--- src/rtl/frame_bram_if.sv ---
// Loader write handshake and registered BRAM port shared between the pixel
// loader (master) and frame_bram_scheduler (slave).
interface frame_bram_if #(
    parameter int ADDR_W = 16,
    parameter int DATA_W = 8
);
    logic              wr_valid;
    logic [ADDR_W-1:0] wr_addr;
    logic [DATA_W-1:0] wr_data;
    logic              wr_ready;
    logic [ADDR_W-1:0] ram_addr;
    logic              ram_we;
    logic [DATA_W-1:0] ram_wdata;

    modport master (
        output wr_valid, wr_addr, wr_data,
        input  wr_ready, ram_addr, ram_we, ram_wdata
    );

    modport slave (
        input  wr_valid, wr_addr, wr_data,
        output wr_ready, ram_addr, ram_we, ram_wdata
    );
endinterface

--- src/rtl/frame_bram_scheduler.sv ---
// Time-shares the single-port image BRAM between display reads and loader writes.
// Optional FRAME_WR_LOCK_EN restricts loader writes to vertical blanking.
module frame_bram_scheduler #(
    parameter int H_BP   = 144,
    parameter int V_BP   = 31,
    parameter int W      = 256,
    parameter int H      = 256,
    parameter int ADDR_W = 16,
    parameter int DATA_W = 8
) (
    input  logic              clk,
    input  logic              rst_n,
    input  logic              output_signal_i,
    input  logic [9:0]        horizontal_counter_i,
    input  logic [9:0]        vertical_counter_i,
    input  logic [1:0]        switch_sel_i,
    frame_bram_if.slave       bus,
    output logic              pix_valid_o,
    output logic [1:0]        mode_q_o,
    output logic [7:0]        frame_cnt_o,
    output logic [15:0]       wr_stall_cnt_o
);
    localparam logic [9:0] H_LO  = 10'(H_BP);
    localparam logic [9:0] H_HI  = 10'(H_BP + W);
    localparam logic [9:0] V_LO  = 10'(V_BP);
    localparam logic [9:0] V_HI  = 10'(V_BP + H);
    localparam logic [7:0] H_LO8 = 8'(H_BP);
    localparam logic [7:0] V_LO8 = 8'(V_BP);

    typedef enum logic [1:0] {
        IDLE  = 2'd0,
        READ  = 2'd1,
        BLANK = 2'd2
    } state_t;

    state_t            state_q, state_d;
    logic [ADDR_W-1:0] ram_addr_q, ram_addr_d;
    logic              ram_we_q, ram_we_d;
    logic [DATA_W-1:0] ram_wdata_q, ram_wdata_d;
    logic              pix_p1_q, pix_p1_d;
    logic              pix_valid_q, pix_valid_d;
    logic [1:0]        mode_q, mode_d;
    logic [7:0]        frame_cnt_q, frame_cnt_d;
    logic [15:0]       stall_cnt_q, stall_cnt_d;

    logic              h_in_s, v_in_s, rd_req_s, rd_issue_s;
    logic              frame_start_s, wr_ready_s, wr_fire_s;
    logic [7:0]        col_s, row_s;
    logic [ADDR_W-1:0] rd_addr_s;

    assign h_in_s        = (horizontal_counter_i >= H_LO) && (horizontal_counter_i < H_HI);
    assign v_in_s        = (vertical_counter_i >= V_LO) && (vertical_counter_i < V_HI);
    assign rd_req_s      = output_signal_i && h_in_s && v_in_s;
    assign frame_start_s = (horizontal_counter_i == 10'd0) && (vertical_counter_i == 10'd0);

    // Low byte of the difference depends only on the low bytes of the operands.
    assign col_s     = horizontal_counter_i[7:0] - H_LO8;
    assign row_s     = vertical_counter_i[7:0] - V_LO8;
    assign rd_addr_s = ADDR_W'({col_s, row_s});

    // Reads are only issued once the first frame boundary has been seen.
    assign rd_issue_s = rd_req_s && (state_q != IDLE);

`ifdef FRAME_WR_LOCK_EN
    assign wr_ready_s = rst_n && !rd_req_s && !v_in_s;
`else
    assign wr_ready_s = rst_n && !rd_req_s;
`endif
    assign wr_fire_s    = bus.wr_valid && wr_ready_s;
    assign bus.wr_ready = wr_ready_s;

    // Next-state logic for the scheduler phase.
    always_comb begin
        state_d = state_q;
        case (state_q)
            IDLE: begin
                if (frame_start_s) begin
                    state_d = rd_req_s ? READ : BLANK;
                end else begin
                    state_d = IDLE;
                end
            end
            READ:    state_d = rd_req_s ? READ : BLANK;
            BLANK:   state_d = rd_req_s ? READ : BLANK;
            default: state_d = IDLE;
        endcase
    end

    // Next values for the BRAM port, display pipeline and frame bookkeeping.
    always_comb begin
        ram_addr_d  = ram_addr_q;
        ram_we_d    = 1'b0;
        ram_wdata_d = ram_wdata_q;
        if (rd_issue_s) begin
            ram_addr_d = rd_addr_s;
        end else if (wr_fire_s) begin
            ram_addr_d  = bus.wr_addr;
            ram_wdata_d = bus.wr_data;
            ram_we_d    = 1'b1;
        end else begin
            ram_we_d = 1'b0;
        end

        pix_p1_d    = rd_issue_s;
        pix_valid_d = pix_p1_q;

        if (frame_start_s) begin
            mode_d      = switch_sel_i;
            frame_cnt_d = frame_cnt_q + 8'd1;
        end else begin
            mode_d      = mode_q;
            frame_cnt_d = frame_cnt_q;
        end

        if (bus.wr_valid && !wr_ready_s && (stall_cnt_q != 16'hFFFF)) begin
            stall_cnt_d = stall_cnt_q + 16'd1;
        end else begin
            stall_cnt_d = stall_cnt_q;
        end
    end

    // State and output registers with synchronous active-low reset.
    always_ff @(posedge clk) begin
        if (!rst_n) begin
            state_q     <= IDLE;
            ram_addr_q  <= '0;
            ram_we_q    <= 1'b0;
            ram_wdata_q <= '0;
            pix_p1_q    <= 1'b0;
            pix_valid_q <= 1'b0;
            mode_q      <= 2'd0;
            frame_cnt_q <= 8'd0;
            stall_cnt_q <= 16'd0;
        end else begin
            state_q     <= state_d;
            ram_addr_q  <= ram_addr_d;
            ram_we_q    <= ram_we_d;
            ram_wdata_q <= ram_wdata_d;
            pix_p1_q    <= pix_p1_d;
            pix_valid_q <= pix_valid_d;
            mode_q      <= mode_d;
            frame_cnt_q <= frame_cnt_d;
            stall_cnt_q <= stall_cnt_d;
        end
    end

    assign bus.ram_addr   = ram_addr_q;
    assign bus.ram_we     = ram_we_q;
    assign bus.ram_wdata  = ram_wdata_q;
    assign pix_valid_o    = pix_valid_q;
    assign mode_q_o       = mode_q;
    assign frame_cnt_o    = frame_cnt_q;
    assign wr_stall_cnt_o = stall_cnt_q;
endmodule

--- src/flat_wrapper.sv ---
// flat-port wrapper written by rule: the top's interface ports become plain ports
module frame_bram_scheduler_flat 
#(
    parameter int H_BP   = 144,
    parameter int V_BP   = 31,
    parameter int W      = 256,
    parameter int H      = 256,
    parameter int ADDR_W = 16,
    parameter int DATA_W = 8
)
  (clk, rst_n, output_signal_i, horizontal_counter_i, vertical_counter_i, switch_sel_i, pix_valid_o, mode_q_o, frame_cnt_o, wr_stall_cnt_o, bus_wr_valid, bus_wr_addr, bus_wr_data, bus_wr_ready, bus_ram_addr, bus_ram_we, bus_ram_wdata);
  frame_bram_if #(.ADDR_W(ADDR_W), .DATA_W(DATA_W)) bus_i ();
  input  logic clk;
  input  logic rst_n;
  input  logic output_signal_i;
  input  logic [9:0] horizontal_counter_i;
  input  logic [9:0] vertical_counter_i;
  input  logic [1:0] switch_sel_i;
  output logic pix_valid_o;
  output logic [1:0] mode_q_o;
  output logic [7:0] frame_cnt_o;
  output logic [15:0] wr_stall_cnt_o;
  input wire logic [$bits(bus_i.wr_valid)-1:0] bus_wr_valid;
  input wire logic [$bits(bus_i.wr_addr)-1:0] bus_wr_addr;
  input wire logic [$bits(bus_i.wr_data)-1:0] bus_wr_data;
  output wire logic [$bits(bus_i.wr_ready)-1:0] bus_wr_ready;
  output wire logic [$bits(bus_i.ram_addr)-1:0] bus_ram_addr;
  output wire logic [$bits(bus_i.ram_we)-1:0] bus_ram_we;
  output wire logic [$bits(bus_i.ram_wdata)-1:0] bus_ram_wdata;
  assign bus_i.wr_valid = bus_wr_valid;
  assign bus_i.wr_addr = bus_wr_addr;
  assign bus_i.wr_data = bus_wr_data;
  assign bus_wr_ready = bus_i.wr_ready;
  assign bus_ram_addr = bus_i.ram_addr;
  assign bus_ram_we = bus_i.ram_we;
  assign bus_ram_wdata = bus_i.ram_wdata;
  frame_bram_scheduler #(.H_BP(H_BP), .V_BP(V_BP), .W(W), .H(H), .ADDR_W(ADDR_W), .DATA_W(DATA_W)) u_core (.clk(clk), .rst_n(rst_n), .output_signal_i(output_signal_i), .horizontal_counter_i(horizontal_counter_i), .vertical_counter_i(vertical_counter_i), .switch_sel_i(switch_sel_i), .bus(bus_i), .pix_valid_o(pix_valid_o), .mode_q_o(mode_q_o), .frame_cnt_o(frame_cnt_o), .wr_stall_cnt_o(wr_stall_cnt_o));
endmodule
--- config.mk ---
export PLATFORM = sky130hd
export DESIGN_NAME = frame_bram_scheduler_flat
export DESIGN_NICKNAME = d
export VERILOG_FILES = /design/src/rtl/frame_bram_if.sv /design/src/rtl/frame_bram_scheduler.sv /design/src/flat_wrapper.sv
export SDC_FILE = /design/constraint.sdc
export NUM_CORES = 1
export LEC_CHECK = 0
export BUFFER_PORTS_ARGS = -buffer_cell sky130_fd_sc_hd__buf_2
export CAP_MARGIN = 30
export CORE_ASPECT_RATIO = 1.75
export CORE_UTILIZATION = 40
export DETAILED_ROUTE_END_ITERATION = 7
export GPL_ROUTABILITY_DRIVEN = 0
export HOLD_SLACK_MARGIN = 0.05
export PLACE_DENSITY_LB_ADDON = 0.15
export SYNTH_ARGS = -nofsm -noshare
export SYNTH_HDL_FRONTEND = slang
export SYNTH_SLANG_ARGS = --single-unit
export TNS_END_PERCENT = 50
--- constraint.sdc ---
create_clock -name clk -period 2.4 [get_ports clk]
set_input_delay 0.24 -clock clk [delete_from_list [all_inputs] [get_ports clk]]
set_output_delay 0.24 -clock clk [all_outputs]
set_load 0.05 [all_outputs]
==> results.txt <==
Area contributors post-synth = dfxtp_1 38%, mux2i_1 6.1%, a211oi_1 5.6%
Pleak = 1.64 nW
worst vdd ir = 0.380 mV
register-to-register setup slack = 0.34 ns
Max stage delay on crit path = 0.33 ns
Top Family by Delay on Critical Path = simple AND/OR/NAND/NOR gates
Final WS setup = 0.290 ns
antenna violations before repair = 0
CP Cell Sequence = buf_2 -> inv_1 -> ha_1 -> nor2b_1 -> o21a_1 -> and4_1 -> nor2_1 -> buf_2
fin crit share = 0.879
Cell Pwr Density = 544 nW/um2
die area = 7690 um2
relative slew slack = 0.664
cells on worst reg2reg path = 5
Synth Net Count = 401
Clock transition at path regs = 0.07 ns
EDFF count, synth = 0
FP Rows = 41
Worst Clk Skew = 0.00334 ns
metal2 WL = 4.31 mm
Hold Violations, Final = 0
dpl ws = 0.0693 ns
Area Overhead vs Synth = 26.8%
Syn. warnings = 0
syn_area_per_cell = 8.57 um2
Seq cells post-synth = 55
layout cells sized above 1 = 0.287
placed cell areas = 3560 um2
Met3 Wirelength = 374 um
worst hold margin = 0.134 ns
DRT antenna net count = 0
clk buf depth = 2
most frequent CP cell = buf_2
cts repair resizes = 0
NumNets Final = 504
RSZ-0062 raised after global routing = no
number of global-route vias before repair = 2609
Inst Count DP = 523
Worst Setup SP = horizontal_counter_i[5]
TritonCTS clock tree = done
CP Capture Point = bus_wr_ready
largest net degree at the start of global routing = 27
gr ovfl total = 0
ys flop type = dfxtp_1
switch share = 0.289
port bufs = 102
DR vias = 2894
Non-Filler Instances = 532
DRC = 0
Slew Limit Fails = 0
Die Height = 115 um
TNS Setup = 0 ns
root buf cell = clkbuf_16
clk sinks = 55
share of synthesized area occupied by flip-flops and latches = 0.376
top sig layer = met4
f_max = 474 MHz
Final min period = 2.11 ns
Seq pwr share = 0.474
most numerous cell in the Yosys netlist = dfxtp_1
worst r2r dst = u_core.wr_stall_cnt_o[13]$_SDFFE_PN0P_
Worst Path Required = 2.16 ns
WP buf/inv = 3
Async SR Flop Fraction = 0
Post-synth top cells = 55 x dfxtp_1, 38 x nand2_1, 22 x a211oi_1
clk_lat worst skew = 0.29 ns
Max Cap Viol = 0
GRT Total Usage = 0.215
Starting Density = 0.411
status = finished clean
finished layout cell area = 3720 um2
1st-iter DRT viols = 133
first-pass GRT wire length = 12.5 mm
Setup Fix Bufs, Post-CTS = 0
vias per cell = 5.44
diode count = 0
Yosys top cell by area = dfxtp_1
switching power = 0.585 mW
Pint = 1.44 mW
Setup crit end kind = output port
Unique masters post-synth = 46
Yosys top cell area share = 0.376
HP Class = in -> reg
Clock power frac = 0.359
Post-CTS Hold Buffers = 0
metal1 wirelength = 3.12 mm
CP max FO = 4
# IOs = 103
critical-path cell with the highest stage delay = and4_1
DIE WIDTH = 66.7 um
Initial DRT Pass Iterations = 5
DP Wirelength = 6.08 mm
Mapped Cells = 342
WS Path Type = in -> out
Num CTS Buffers = 5
crit path DAT = 1.87 ns
Synth Cell Area = 2930 um2
Routed wire per std cell = 15.0 um
measured slew at the worst slew-check pin = 0.503 ns
Reg-to-Reg Start = u_core.wr_stall_cnt_o[0]$_SDFFE_PN0P_
final setup violating endpoints = 0
crit path launch type = input port
H-tree depth = 2
core area = 7130 um2
number of cells on the critical path = 8
Comb pwr share = 0.167
final WL = 7.98 mm
[layout make-up]
class                   count  area [um2]
fillers                   745        3410
multi-input cells         253        1700
flip-flops and latches     55        1100
repair buffers            115         612
clock buffers               5         125
well taps                  86         108
inverters                  15        56.3
clock inverters             3        20.0
[routing by layer]
metal / up-vias / GRT usage
met5: - / 0
met4: 0 / 0.0766
met3: 10 / 0.0476
met2: 87 / 0.399
met1: 1346 / 0.231
li1: 1451 / -
[through the flow]
stage	total power, mW	util
global placement	1.32	0.499
CTS	2.05	0.520
global route	2.11	0.521
floorplan	1.20	-
detailed placement	1.32	0.499
finish	2.02	0.521
[how the worst min path moves through the flow]
| stage | from | cells after the start | endpoint |
|---|---|---|---|
| final | bus_wr_data[0] | 3 | u_core.bus.ram_wdata[0]$_SDFFE_PN0P_ |
| after global routing | bus_wr_data[4] | 3 | u_core.bus.ram_wdata[4]$_SDFFE_PN0P_ |
| after CTS | bus_wr_data[0] | 3 | u_core.bus.ram_wdata[0]$_SDFFE_PN0P_ |
| after detailed placement | u_core.pix_p1_q$_SDFF_PN0_ | 1 | u_core.pix_valid_o$_SDFF_PN0_ |
| after global placement | u_core.pix_p1_q$_SDFF_PN0_ | 1 | u_core.pix_valid_o$_SDFF_PN0_ |
| after floorplan | bus_wr_data[0] | 2 | u_core.bus.ram_wdata[0]$_SDFFE_PN0P_ |
[cells by family after synthesis]
kind of cell / share of synthesized area
AOI/OAI and AO/OA: 0.184
adders and majority gates: 0.0384
xor gates and xnor gates: 0.0418
and+or+nand+nor: 0.253
DFF: 0.376
buffers and inverters: 0.0461
muxes: 0.0615
[tightest hold or removal path, delay by kind of cell]
family,cells,cell delay (ns)
AO/OA/AOI/OAI,1,0.05
AND/OR/NAND/NOR,1,0.03
buffers and inverters,1,0.07
[placed cells by master, fill, tap and decap left out, drive strengths merged, types with 2 or more instances in the layout]
cell type and instances:
buf 115, dfxtp 55, nand2 38, a211oi 22
nor2 21, mux2i 18, inv 15, o21ai 14
a21oi 13, nand3 12, nor2b 10, xnor2 10
nor3 9, nor4 9, ha 9, and3 8
or3 6, or4 6, o31ai 5, clkbuf 5
nand4 5, xor2 4, o21a 3, nand3b 3
o211ai 3, nand2b 3, nor3b 2, and4 2
a221oi 2, and2 2, nor4b 2, clkinvlp 2
[registers in the layout, indices dropped and copies added (netlist names)]
register               count
u_core.bus.ram_addr       16
u_core.wr_stall_cnt_o     16
u_core.bus.ram_wdata       8
u_core.frame_cnt_o         8
u_core.mode_q_o            2
u_core.state_q             2
u_core.bus.ram_we          1
u_core.pix_p1_q            1
u_core.pix_valid_o         1
[power by group through the flow]
stage | Sequential, mW | Clock, mW | Combinational [mW]
after global placement | 0.980 | 0 | 0.337
final | 0.959 | 0.725 | 0.337
after CTS | 0.959 | 0.749 | 0.340
after global routing | 0.963 | 0.788 | 0.363
after floorplan | 1.08 | 0 | 0.120
after detailed placement | 0.981 | 0 | 0.340
Note: power is estimated with default switching activity, not from simulation.
